--- config.mk ---
export PLATFORM = sky130hd
export DESIGN_NAME = alu_uart_ctrl_flat
export DESIGN_NICKNAME = d
export VERILOG_FILES = /design/src/rtl/alu_uart_ctrl_if.sv /design/src/rtl/alu_uart_ctrl.sv /design/src/flat_wrapper.sv
export SDC_FILE = /design/constraint.sdc
export NUM_CORES = 1
export LEC_CHECK = 0
export ABC_AREA = 1
export CAP_MARGIN = 20
export CELL_PAD_IN_SITES_DETAIL_PLACEMENT = 1
export CELL_PAD_IN_SITES_GLOBAL_PLACEMENT = 1
export CORE_MARGIN = 5
export CORE_UTILIZATION = 35
export DETAILED_ROUTE_END_ITERATION = 6
export GPL_TIMING_DRIVEN = 0
export PLACE_DENSITY_LB_ADDON = 0.2
export SYNTH_ARGS = -nofsm -noshare
export SYNTH_HDL_FRONTEND = slang
export SYNTH_SLANG_ARGS = --single-unit
--- constraint.sdc ---
create_clock -name i_clk -period 1.65 [get_ports i_clk]
set_clock_uncertainty 0.15 [all_clocks]
set_input_delay 0.165 -clock i_clk [delete_from_list [all_inputs] [get_ports i_clk]]
set_output_delay 0.165 -clock i_clk [all_outputs]
set_load 0.005 [all_outputs]
--- src/rtl/alu_uart_ctrl_if.sv ---
// Bus between the ALU/UART frame sequencer and its surroundings.
// Groups the UART RX/TX handshake, the ALU operand/opcode/result lines
// and the status pulses.
//   slave  : the sequencer (consumes i_* signals, drives o_* signals)
//   master : the environment (UART pair + ALU, or a testbench)
interface alu_uart_ctrl_if #(
    parameter int unsigned NB_DATA = 8,
    parameter int unsigned NB_OP   = 6
);
    logic [NB_DATA-1:0] i_rx_data;
    logic               i_rx_done;
    logic               i_tx_done;
    logic [NB_DATA-1:0] i_alu_result;
    logic [NB_DATA-1:0] o_data_a;
    logic [NB_DATA-1:0] o_data_b;
    logic [NB_OP-1:0]   o_op;
    logic [NB_DATA-1:0] o_tx_data;
    logic               o_tx_start;
    logic               o_busy;
    logic               o_timeout;
    logic               o_overrun;

    modport slave (
        input  i_rx_data, i_rx_done, i_tx_done, i_alu_result,
        output o_data_a, o_data_b, o_op, o_tx_data, o_tx_start,
               o_busy, o_timeout, o_overrun
    );

    modport master (
        output i_rx_data, i_rx_done, i_tx_done, i_alu_result,
        input  o_data_a, o_data_b, o_op, o_tx_data, o_tx_start,
               o_busy, o_timeout, o_overrun
    );
endinterface

--- src/rtl/alu_uart_ctrl.sv ---
// Frame sequencer between UART RX/TX and the 8-bit ALU.
// Collects a 3-byte frame (A, B, opcode), drives the ALU operand/opcode
// registers, captures the ALU result one cycle later and starts the TX.
// Ports:
//   i_clk   : clock, rising edge
//   i_reset : synchronous reset, active-low
//   bus     : alu_uart_ctrl_if.slave (RX byte/strobe, TX done, ALU result in;
//             operands, opcode, TX byte/start, busy/timeout/overrun out)
module alu_uart_ctrl #(
    parameter int unsigned NB_DATA     = 8,
    parameter int unsigned NB_OP       = 6,
    parameter int unsigned TIMEOUT_CYC = 100000
) (
    input logic             i_clk,
    input logic             i_reset,
    alu_uart_ctrl_if.slave  bus
);
    localparam int unsigned NB_CNT = (TIMEOUT_CYC > 0) ? $clog2(TIMEOUT_CYC + 1) : 1;
    localparam logic [NB_CNT-1:0] CNT_LAST =
        (TIMEOUT_CYC > 0) ? NB_CNT'(TIMEOUT_CYC - 1) : '0;

    typedef enum logic [2:0] {
        ST_GET_A,
        ST_GET_B,
        ST_GET_OP,
        ST_COMPUTE,
        ST_WAIT_TX
    } state_t;

    state_t             state_q, state_d;
    logic [NB_CNT-1:0]  cnt_q, cnt_d;
    logic [NB_DATA-1:0] data_a_q, data_a_d;
    logic [NB_DATA-1:0] data_b_q, data_b_d;
    logic [NB_OP-1:0]   op_q, op_d;
    logic [NB_DATA-1:0] tx_data_q, tx_data_d;
    logic               tx_start_q, tx_start_d;
    logic               busy_q, busy_d;
    logic               timeout_q, timeout_d;
    logic               overrun_q, overrun_d;
    logic               expired;

    // Inter-byte timer reached its last cycle (never true when disabled)
    assign expired = (TIMEOUT_CYC > 0) && (cnt_q == CNT_LAST);

    // Next-state and next-output decode
    always_comb begin
        state_d    = state_q;
        cnt_d      = cnt_q;
        data_a_d   = data_a_q;
        data_b_d   = data_b_q;
        op_d       = op_q;
        tx_data_d  = tx_data_q;
        tx_start_d = 1'b0;
        timeout_d  = 1'b0;
        overrun_d  = 1'b0;

        case (state_q)
            ST_GET_A: begin
                cnt_d = '0;
                if (bus.i_rx_done) begin
                    data_a_d = bus.i_rx_data;
                    state_d  = ST_GET_B;
                end
            end
            ST_GET_B: begin
                // A byte arriving in the expiry cycle takes priority
                if (bus.i_rx_done) begin
                    data_b_d = bus.i_rx_data;
                    cnt_d    = '0;
                    state_d  = ST_GET_OP;
                end else if (expired) begin
                    cnt_d     = '0;
                    timeout_d = 1'b1;
                    state_d   = ST_GET_A;
                end else if (cnt_q != CNT_LAST) begin
                    cnt_d = cnt_q + NB_CNT'(1);
                end
            end
            ST_GET_OP: begin
                if (bus.i_rx_done) begin
                    op_d    = bus.i_rx_data[NB_OP-1:0];
                    cnt_d   = '0;
                    state_d = ST_COMPUTE;
                end else if (expired) begin
                    cnt_d     = '0;
                    timeout_d = 1'b1;
                    state_d   = ST_GET_A;
                end else if (cnt_q != CNT_LAST) begin
                    cnt_d = cnt_q + NB_CNT'(1);
                end
            end
            ST_COMPUTE: begin
                // Operands were stable for a full cycle; latch the ALU output
                tx_data_d  = bus.i_alu_result;
                tx_start_d = 1'b1;
                overrun_d  = bus.i_rx_done;
                state_d    = ST_WAIT_TX;
            end
            ST_WAIT_TX: begin
                overrun_d = bus.i_rx_done;
                if (bus.i_tx_done) begin
                    state_d = ST_GET_A;
                end
            end
            default: begin
                state_d = ST_GET_A;
                cnt_d   = '0;
            end
        endcase

        busy_d = (state_d == ST_COMPUTE) || (state_d == ST_WAIT_TX);
    end

    // State, timer and output registers
    always_ff @(posedge i_clk) begin
        if (!i_reset) begin
            state_q    <= ST_GET_A;
            cnt_q      <= '0;
            data_a_q   <= '0;
            data_b_q   <= '0;
            op_q       <= '0;
            tx_data_q  <= '0;
            tx_start_q <= 1'b0;
            busy_q     <= 1'b0;
            timeout_q  <= 1'b0;
            overrun_q  <= 1'b0;
        end else begin
            state_q    <= state_d;
            cnt_q      <= cnt_d;
            data_a_q   <= data_a_d;
            data_b_q   <= data_b_d;
            op_q       <= op_d;
            tx_data_q  <= tx_data_d;
            tx_start_q <= tx_start_d;
            busy_q     <= busy_d;
            timeout_q  <= timeout_d;
            overrun_q  <= overrun_d;
        end
    end

    assign bus.o_data_a   = data_a_q;
    assign bus.o_data_b   = data_b_q;
    assign bus.o_op       = op_q;
    assign bus.o_tx_data  = tx_data_q;
    assign bus.o_tx_start = tx_start_q;
    assign bus.o_busy     = busy_q;
    assign bus.o_timeout  = timeout_q;
    assign bus.o_overrun  = overrun_q;

endmodule
--- src/flat_wrapper.sv ---
// flat-port wrapper written by rule: the top's interface ports become plain ports
module alu_uart_ctrl_flat 
#(
    parameter int unsigned NB_DATA     = 8,
    parameter int unsigned NB_OP       = 6,
    parameter int unsigned TIMEOUT_CYC = 100000
)
  (i_clk, i_reset, bus_i_rx_data, bus_i_rx_done, bus_i_tx_done, bus_i_alu_result, bus_o_data_a, bus_o_data_b, bus_o_op, bus_o_tx_data, bus_o_tx_start, bus_o_busy, bus_o_timeout, bus_o_overrun);
  alu_uart_ctrl_if #(.NB_DATA(NB_DATA), .NB_OP(NB_OP)) bus_i ();
  input logic i_clk;
  input logic i_reset;
  input wire logic [$bits(bus_i.i_rx_data)-1:0] bus_i_rx_data;
  input wire logic [$bits(bus_i.i_rx_done)-1:0] bus_i_rx_done;
  input wire logic [$bits(bus_i.i_tx_done)-1:0] bus_i_tx_done;
  input wire logic [$bits(bus_i.i_alu_result)-1:0] bus_i_alu_result;
  output wire logic [$bits(bus_i.o_data_a)-1:0] bus_o_data_a;
  output wire logic [$bits(bus_i.o_data_b)-1:0] bus_o_data_b;
  output wire logic [$bits(bus_i.o_op)-1:0] bus_o_op;
  output wire logic [$bits(bus_i.o_tx_data)-1:0] bus_o_tx_data;
  output wire logic [$bits(bus_i.o_tx_start)-1:0] bus_o_tx_start;
  output wire logic [$bits(bus_i.o_busy)-1:0] bus_o_busy;
  output wire logic [$bits(bus_i.o_timeout)-1:0] bus_o_timeout;
  output wire logic [$bits(bus_i.o_overrun)-1:0] bus_o_overrun;
  assign bus_i.i_rx_data = bus_i_rx_data;
  assign bus_i.i_rx_done = bus_i_rx_done;
  assign bus_i.i_tx_done = bus_i_tx_done;
  assign bus_i.i_alu_result = bus_i_alu_result;
  assign bus_o_data_a = bus_i.o_data_a;
  assign bus_o_data_b = bus_i.o_data_b;
  assign bus_o_op = bus_i.o_op;
  assign bus_o_tx_data = bus_i.o_tx_data;
  assign bus_o_tx_start = bus_i.o_tx_start;
  assign bus_o_busy = bus_i.o_busy;
  assign bus_o_timeout = bus_i.o_timeout;
  assign bus_o_overrun = bus_i.o_overrun;
  alu_uart_ctrl #(.NB_DATA(NB_DATA), .NB_OP(NB_OP), .TIMEOUT_CYC(TIMEOUT_CYC)) u_core (.i_clk(i_clk), .i_reset(i_reset), .bus(bus_i));
endmodule
==> impl_metrics.ini <==
[status]
status = completed

[route]
routedWlPerCell_microns = 13.8
first_pass_iters = 4
drtIter0Drc = 104
drc = 0
drt_wl_total_microns = 6150
via_per_inst = 4.83
vias = 2160
ant_nets = 0

[floorplan]
die_y_microns = 90.3
row_count = 29
ios = 54
start_util = 0.358
fp.coreArea_sq_mm = 0.00631
die_x_microns = 90.3
die_area_sq_mm = 0.00815

[global_routing]
grtUsageTotal = 0.156
grt_pass1_wl_microns = 10500
overflow = 0
grt_pass1_vias = 2158
antenna_found_initial = 0
grt_start_max_net_pins = 18

[clock_network]
numCtsBuffers = 5
root_buffer = clkbuf_8
clock-sinks = 54
cts_max_level = 2
clock_path_buffers = 2
clk-insertion-delay-late_ns = 0.32
path_clk_slew_ns = 0.10
ctsHoldBuffers = 0
cts_tree = done

[yosys]
synth.distinct_cells = 29
ys_seq_elements = 54
ys_warn_count = 0
ys_top_cells_by_count = nor2_1 (92), dfxtp_1 (54), nand2_1 (36)
synth_edf_count = 0
yosys.area.top_type = dfxtp_1
synth_ff_type = dfxtp_1
netlist_area_sq_mm = 0.00226
ys_async_sr_fraction = 0
syn_inst = 307
netlist_top_cells_area = dfxtp_1 (48%), nor2_1 (15%), o21ai_0 (7.8%)
syn_area_per_cell_sq_um = 7.35
synth_most_common_cell = nor2_1
syn_nets = 328
yosysSeqAreaShare = 0.479
synth_top_area_share = 0.479

[timing]
slew_viol_final = 0
post-route-period-util = 0.932
hold_viol = 0
maxSlewHeadroom = 0.731
worst-slew-pin-transition_ns = 0.404
fmax_mhz = 651
setup_ws_ns = 0.113
finalSetupViolCount = 0
period_minus_slack_ns = 1.54

[critical_path]
cp-start-kind = flip-flop
slowest_stage = dfxtp_2
end_kind = flip-flop
crit_chain = inv_1 -> nand3_1 -> nand2_1 -> inv_2 -> nor2_4 -> nand2_2 -> nand2_4 -> nand2_8 -> nor2_1
critPathTopFamily = simple AND/OR/NAND/NOR gates
cpPeakStageDelay_ns = 0.35
critPathBufInv = 2
crit_required_ns = 1.76
crit_type = flip-flop to flip-flop
crit_arrival_ns = 1.64
crit_fanout = 10

[placed_design]
gp_congestion = 0.744
dp.cells = 436
pre_cts_ws_ns = -0.408
io_buffers = 52
placed_area_sq_mm = 0.00287
dpl.hpwl_microns = 4660

[power_and_ir_drop]
peakVddDrop_mv = 0.410
powerDensity_mw_per_mm2 = 804
p_leak_nw = 1.10
p_total_mw = 2.47

[finish]
final_cells = 447
layout.nets = 390
area_delta_synth_final_pct = 36.3
n_antenna_cell = 0
design_area_sq_mm = 0.00308
layout-drive-gt1-share = 0.127

[job]
max_cap_violations = 0

[hold_path]
hold_class = primary input to flip-flop
## area by class of cell
| type | count | area, sq um |
|---|---|---|
| fill | 803 | 3240 |
| multi-input combinational | 223 | 1110 |
| sequential | 54 | 1090 |
| timing repair buffer | 55 | 549 |
| tap | 77 | 96.3 |
| inverter | 23 | 92.6 |
| clock buffer | 6 | 82.6 |
| buffer | 7 | 41.3 |
| clock inverter | 2 | 16.3 |
## placed cells by master, fill, tap and decap left out, types with 3 or more instances in the layout
cell	n
xor2_1	5
nor2_4	4
clkbuf_8	6
buf_4	3
nand2_1	33
nand2_2	5
a21oi_1	6
nand3_1	16
dfxtp_1	49
dfxtp_2	5
nor2_1	88
clkdlybuf4s50_1	51
nor3_1	5
clkbuf_1	4
nor2_2	9
inv_1	19
o21ai_0	34
nand4_1	4
## through the flow
stage,hold WS (ns),util,setup TNS (ns)
final,0.0380,0.487,0
after global routing,0.0224,0.487,-0.00222
after CTS,0.0197,0.475,0
after detailed placement,0.325,0.455,-8.45
after global placement,0.313,0.455,-7.08
after floorplan,0.0935,-,0
## what timing repair did
| action | 4_1_cts | 5_1_grt |
|---|---|---|
| pin swaps | 1 | 3 |
| resized for setup | 4 | 21 |
| gates cloned | 0 | 0 |
| setup endpoints to repair | 21 | 33 |
| buffers inserted | 1 | 2 |
## power by group
group	switching, mW	internal, mW
combinational	0.144	0.149
clock	0.461	0.347
sequential	0.0248	1.35
## worst min-delay path, stage by stage
cell and delay [ns]:
buf_4 0.17, o21ai_0 0.09, a21oi_1 0.04
## logic make-up after synthesis
| group | synth area share |
|---|---|
| AND/OR/NAND/NOR | 0.339 |
| buffers and inverters | 0.0565 |
| adder cells (fa/ha/maj) | 0.00554 |
| XOR/XNOR | 0.0233 |
| flip-flops | 0.479 |
| AO/OA/AOI/OAI | 0.0970 |
## sequential cells by signal, summed over array words and instances (netlist names)
signal                 cells
u_core.bus.o_op            6
u_core.bus.o_overrun       1
u_core.bus.o_tx_data       8
u_core.bus.o_data_a        8
u_core.bus.o_data_b        8
u_core.bus.o_busy          1
u_core.bus.o_tx_start      1
u_core.cnt_q              17
u_core.state_q             3
u_core.bus.o_timeout       1
## path summary, 6_finish.rpt
path	start	to	slack, ns	depth (start not counted)
hold / removal	i_reset	u_core.cnt_q[0]$_SDFFE_PN0P_	0.04	3
hold reg to reg	u_core.bus.o_data_b[6]$_SDFFE_PN0P_	u_core.bus.o_data_b[6]$_SDFFE_PN0P_	0.34	2
setup reg to reg	u_core.state_q[2]$_SDFF_PN0_	u_core.cnt_q[8]$_SDFFE_PN0P_	0.11	9
setup / recovery	u_core.state_q[2]$_SDFF_PN0_	u_core.cnt_q[8]$_SDFFE_PN0P_	0.11	9
## routing by layer
layer  GRT usage  part of all wire  up-vias
li1            -                 -     1102
met1       0.204              0.47     1019
met2       0.257              0.48       32
met3      0.0342             0.034        7
met4      0.0447             0.014        0
met5           0                 0        -
(Power assumes the default switching activity.)
==> RTL edit: new RTL, same flow settings <==
`NB_DATA` is set to 8 in 3 places; all go to 10.
--- a/src/rtl/alu_uart_ctrl_if.sv
+++ b/src/rtl/alu_uart_ctrl_if.sv
@@ -4,7 +4,7 @@
 //   slave  : the sequencer (consumes i_* signals, drives o_* signals)
 //   master : the environment (UART pair + ALU, or a testbench)
 interface alu_uart_ctrl_if #(
-    parameter int unsigned NB_DATA = 8,
+    parameter int unsigned NB_DATA = 10,
     parameter int unsigned NB_OP   = 6
 );
     logic [NB_DATA-1:0] i_rx_data;
--- a/src/rtl/alu_uart_ctrl.sv
+++ b/src/rtl/alu_uart_ctrl.sv
@@ -7,7 +7,7 @@
 //   bus     : alu_uart_ctrl_if.slave (RX byte/strobe, TX done, ALU result in;
 //             operands, opcode, TX byte/start, busy/timeout/overrun out)
 module alu_uart_ctrl #(
-    parameter int unsigned NB_DATA     = 8,
+    parameter int unsigned NB_DATA     = 10,
     parameter int unsigned NB_OP       = 6,
     parameter int unsigned TIMEOUT_CYC = 100000
 ) (
--- a/src/flat_wrapper.sv
+++ b/src/flat_wrapper.sv
@@ -1,7 +1,7 @@
 // flat-port wrapper written by rule: the top's interface ports become plain ports
 module alu_uart_ctrl_flat 
 #(
-    parameter int unsigned NB_DATA     = 8,
+    parameter int unsigned NB_DATA     = 10,
     parameter int unsigned NB_OP       = 6,
     parameter int unsigned TIMEOUT_CYC = 100000
 )
Interface: changed (5 resized); port bits go from 54 to 64. The function was not compared with the original's and may differ.
==> RTL edit against the unedited design <==
Synthesized area up 16%; sequential power up 12%; worst hold slack better by 0.21 ns; power up 29%; largest power group unchanged; routed wire length up 38%; design area up 21%; first-iteration DRC count down 52%; highest routed layer unchanged; setup slack worse by 0.067 ns; sequential cell count up 6.
==> RTL edit: results (changes against the unedited design) <==
outcome complete, no violations; P_leak 1.425 nW (+29%); TritonCTS Buffers 9 (+4); Synth top cells by count 104 x nor2_1, 60 x dfxtp_1, 43 x nand2_1, 39 x o21ai_0, 26 x inv_1; H-tree Lvls 3 (+1); Hold Startpoint bus_i_alu_result[2]; number of ordinary inverters in the final layout 29 (+26%); post-CTS setup buffer count 3 (+2); PD cells 856.0 nW/um2 (+6.5%); worst r2r src u_core.state_q[1]; met1 Use GR 0.2217 (+0.01793); xor/xnor share of the synthesized area 0.006702 (-0.01658); Layout non-clock buf frac 0.2110 (+0.01900); fraction of area in multi-input gates 0.3495 (-0.01140); share of layout cells above drive strength 1 0.1782 (+0.05115); internal power 2.306 mW (+25%); Core Region 7253 um2 (+15%); drt total wl 8460 um (+38%); clock buf count 10 (+4); clk slew on worst S/H paths 0.08 ns (-0.02 ns); Worst Tran Pin Value 0.5222 ns (+0.1184 ns); clk_lat worst skew 0.34 ns (+0.02 ns); DP Wirelength 5956 um (+28%); Placed Instances 520 (+19%); Fillers 916 (+14%); met3 routed WL 428 um (+110%); vias per std cell 4.865 (+0.68%); GP Congestion 0.8460 (+14%); initial drt markers 50 (-52%); Total Routing Usage GR 0.1876 (+0.03186); Worst VDD drop 542.1 uV (+32%); adder-cell share of the synthesized area 0.004787 (-0.0007563); nets 469 (+20%); vias in the first global route 2743 (+27%); comb_multi_in 256 (+15%); fraction of area in registers 0.3266 (-0.02692); syn_nets 383 (+17%); Mean Syn Cell Area 7.301 um2 (-0.70%); Clock Power 1.25 mW (+55%); DP Worst Slack -0.3057 ns (+0.1022 ns); Final ANT Viol Nets 0 (unchanged); Min-Delay Endpoint u_core.bus.o_tx_data[2]; Area after DPL 3368 um2 (+17%); r2r setup slk 0.05 ns (-0.07 ns); # port buffers 63 (+21%); largest net degree at the start of global routing 13 (-5); grt met3 use 0.07126 (+0.03710); Post-CTS Resized 10 (+6); first-pass GRT wire length 13230 um (+26%); sequential area share after synthesis 0.4596 (-0.01939); DR WL met2 4179 um (+42%); Seq group 1.54 mW (+12%); Synth area leaders dfxtp_1 46%, nor2_1 15%, o21ai_0 7.5%; Sink Count 60 (+11%); portion of netlist area occupied by mux cells 0 (unchanged); Final Non-Filler Cells 548 (+23%)
[RTL edit: through the flow]
step	util	hold slack (ns)	TNS (ns)
3_3_place_gp	0.4644	0.3414	-7.548
4_1_cts	0.4982	0.2329	-0.03542
3_5_place_dp	0.4644	0.3506	-8.930
2_1_floorplan	-	0.1496	0
5_1_grt	0.5134	0.2611	-0.2086
6_report	0.5134	0.2495	0
[RTL edit: worst max path at each step]
| stage | depth (start not counted) | to | slack (ns) | startpoint |
|---|---|---|---|---|
| 2_1_floorplan | 8 | u_core.cnt_q[8] | 0.14 | u_core.cnt_q[1] |
| 6_report | 10 | u_core.cnt_q[8] | 0.05 | u_core.state_q[1] |
| 3_5_place_dp | 7 | u_core.bus.o_op[3] | -0.31 | bus_i_rx_done |
| 4_1_cts | 10 | u_core.cnt_q[8] | -0.04 | u_core.state_q[1] |
| 5_1_grt | 10 | u_core.cnt_q[8] | -0.06 | u_core.state_q[1] |
| 3_3_place_gp | 7 | u_core.bus.o_op[2] | -0.29 | bus_i_rx_done |
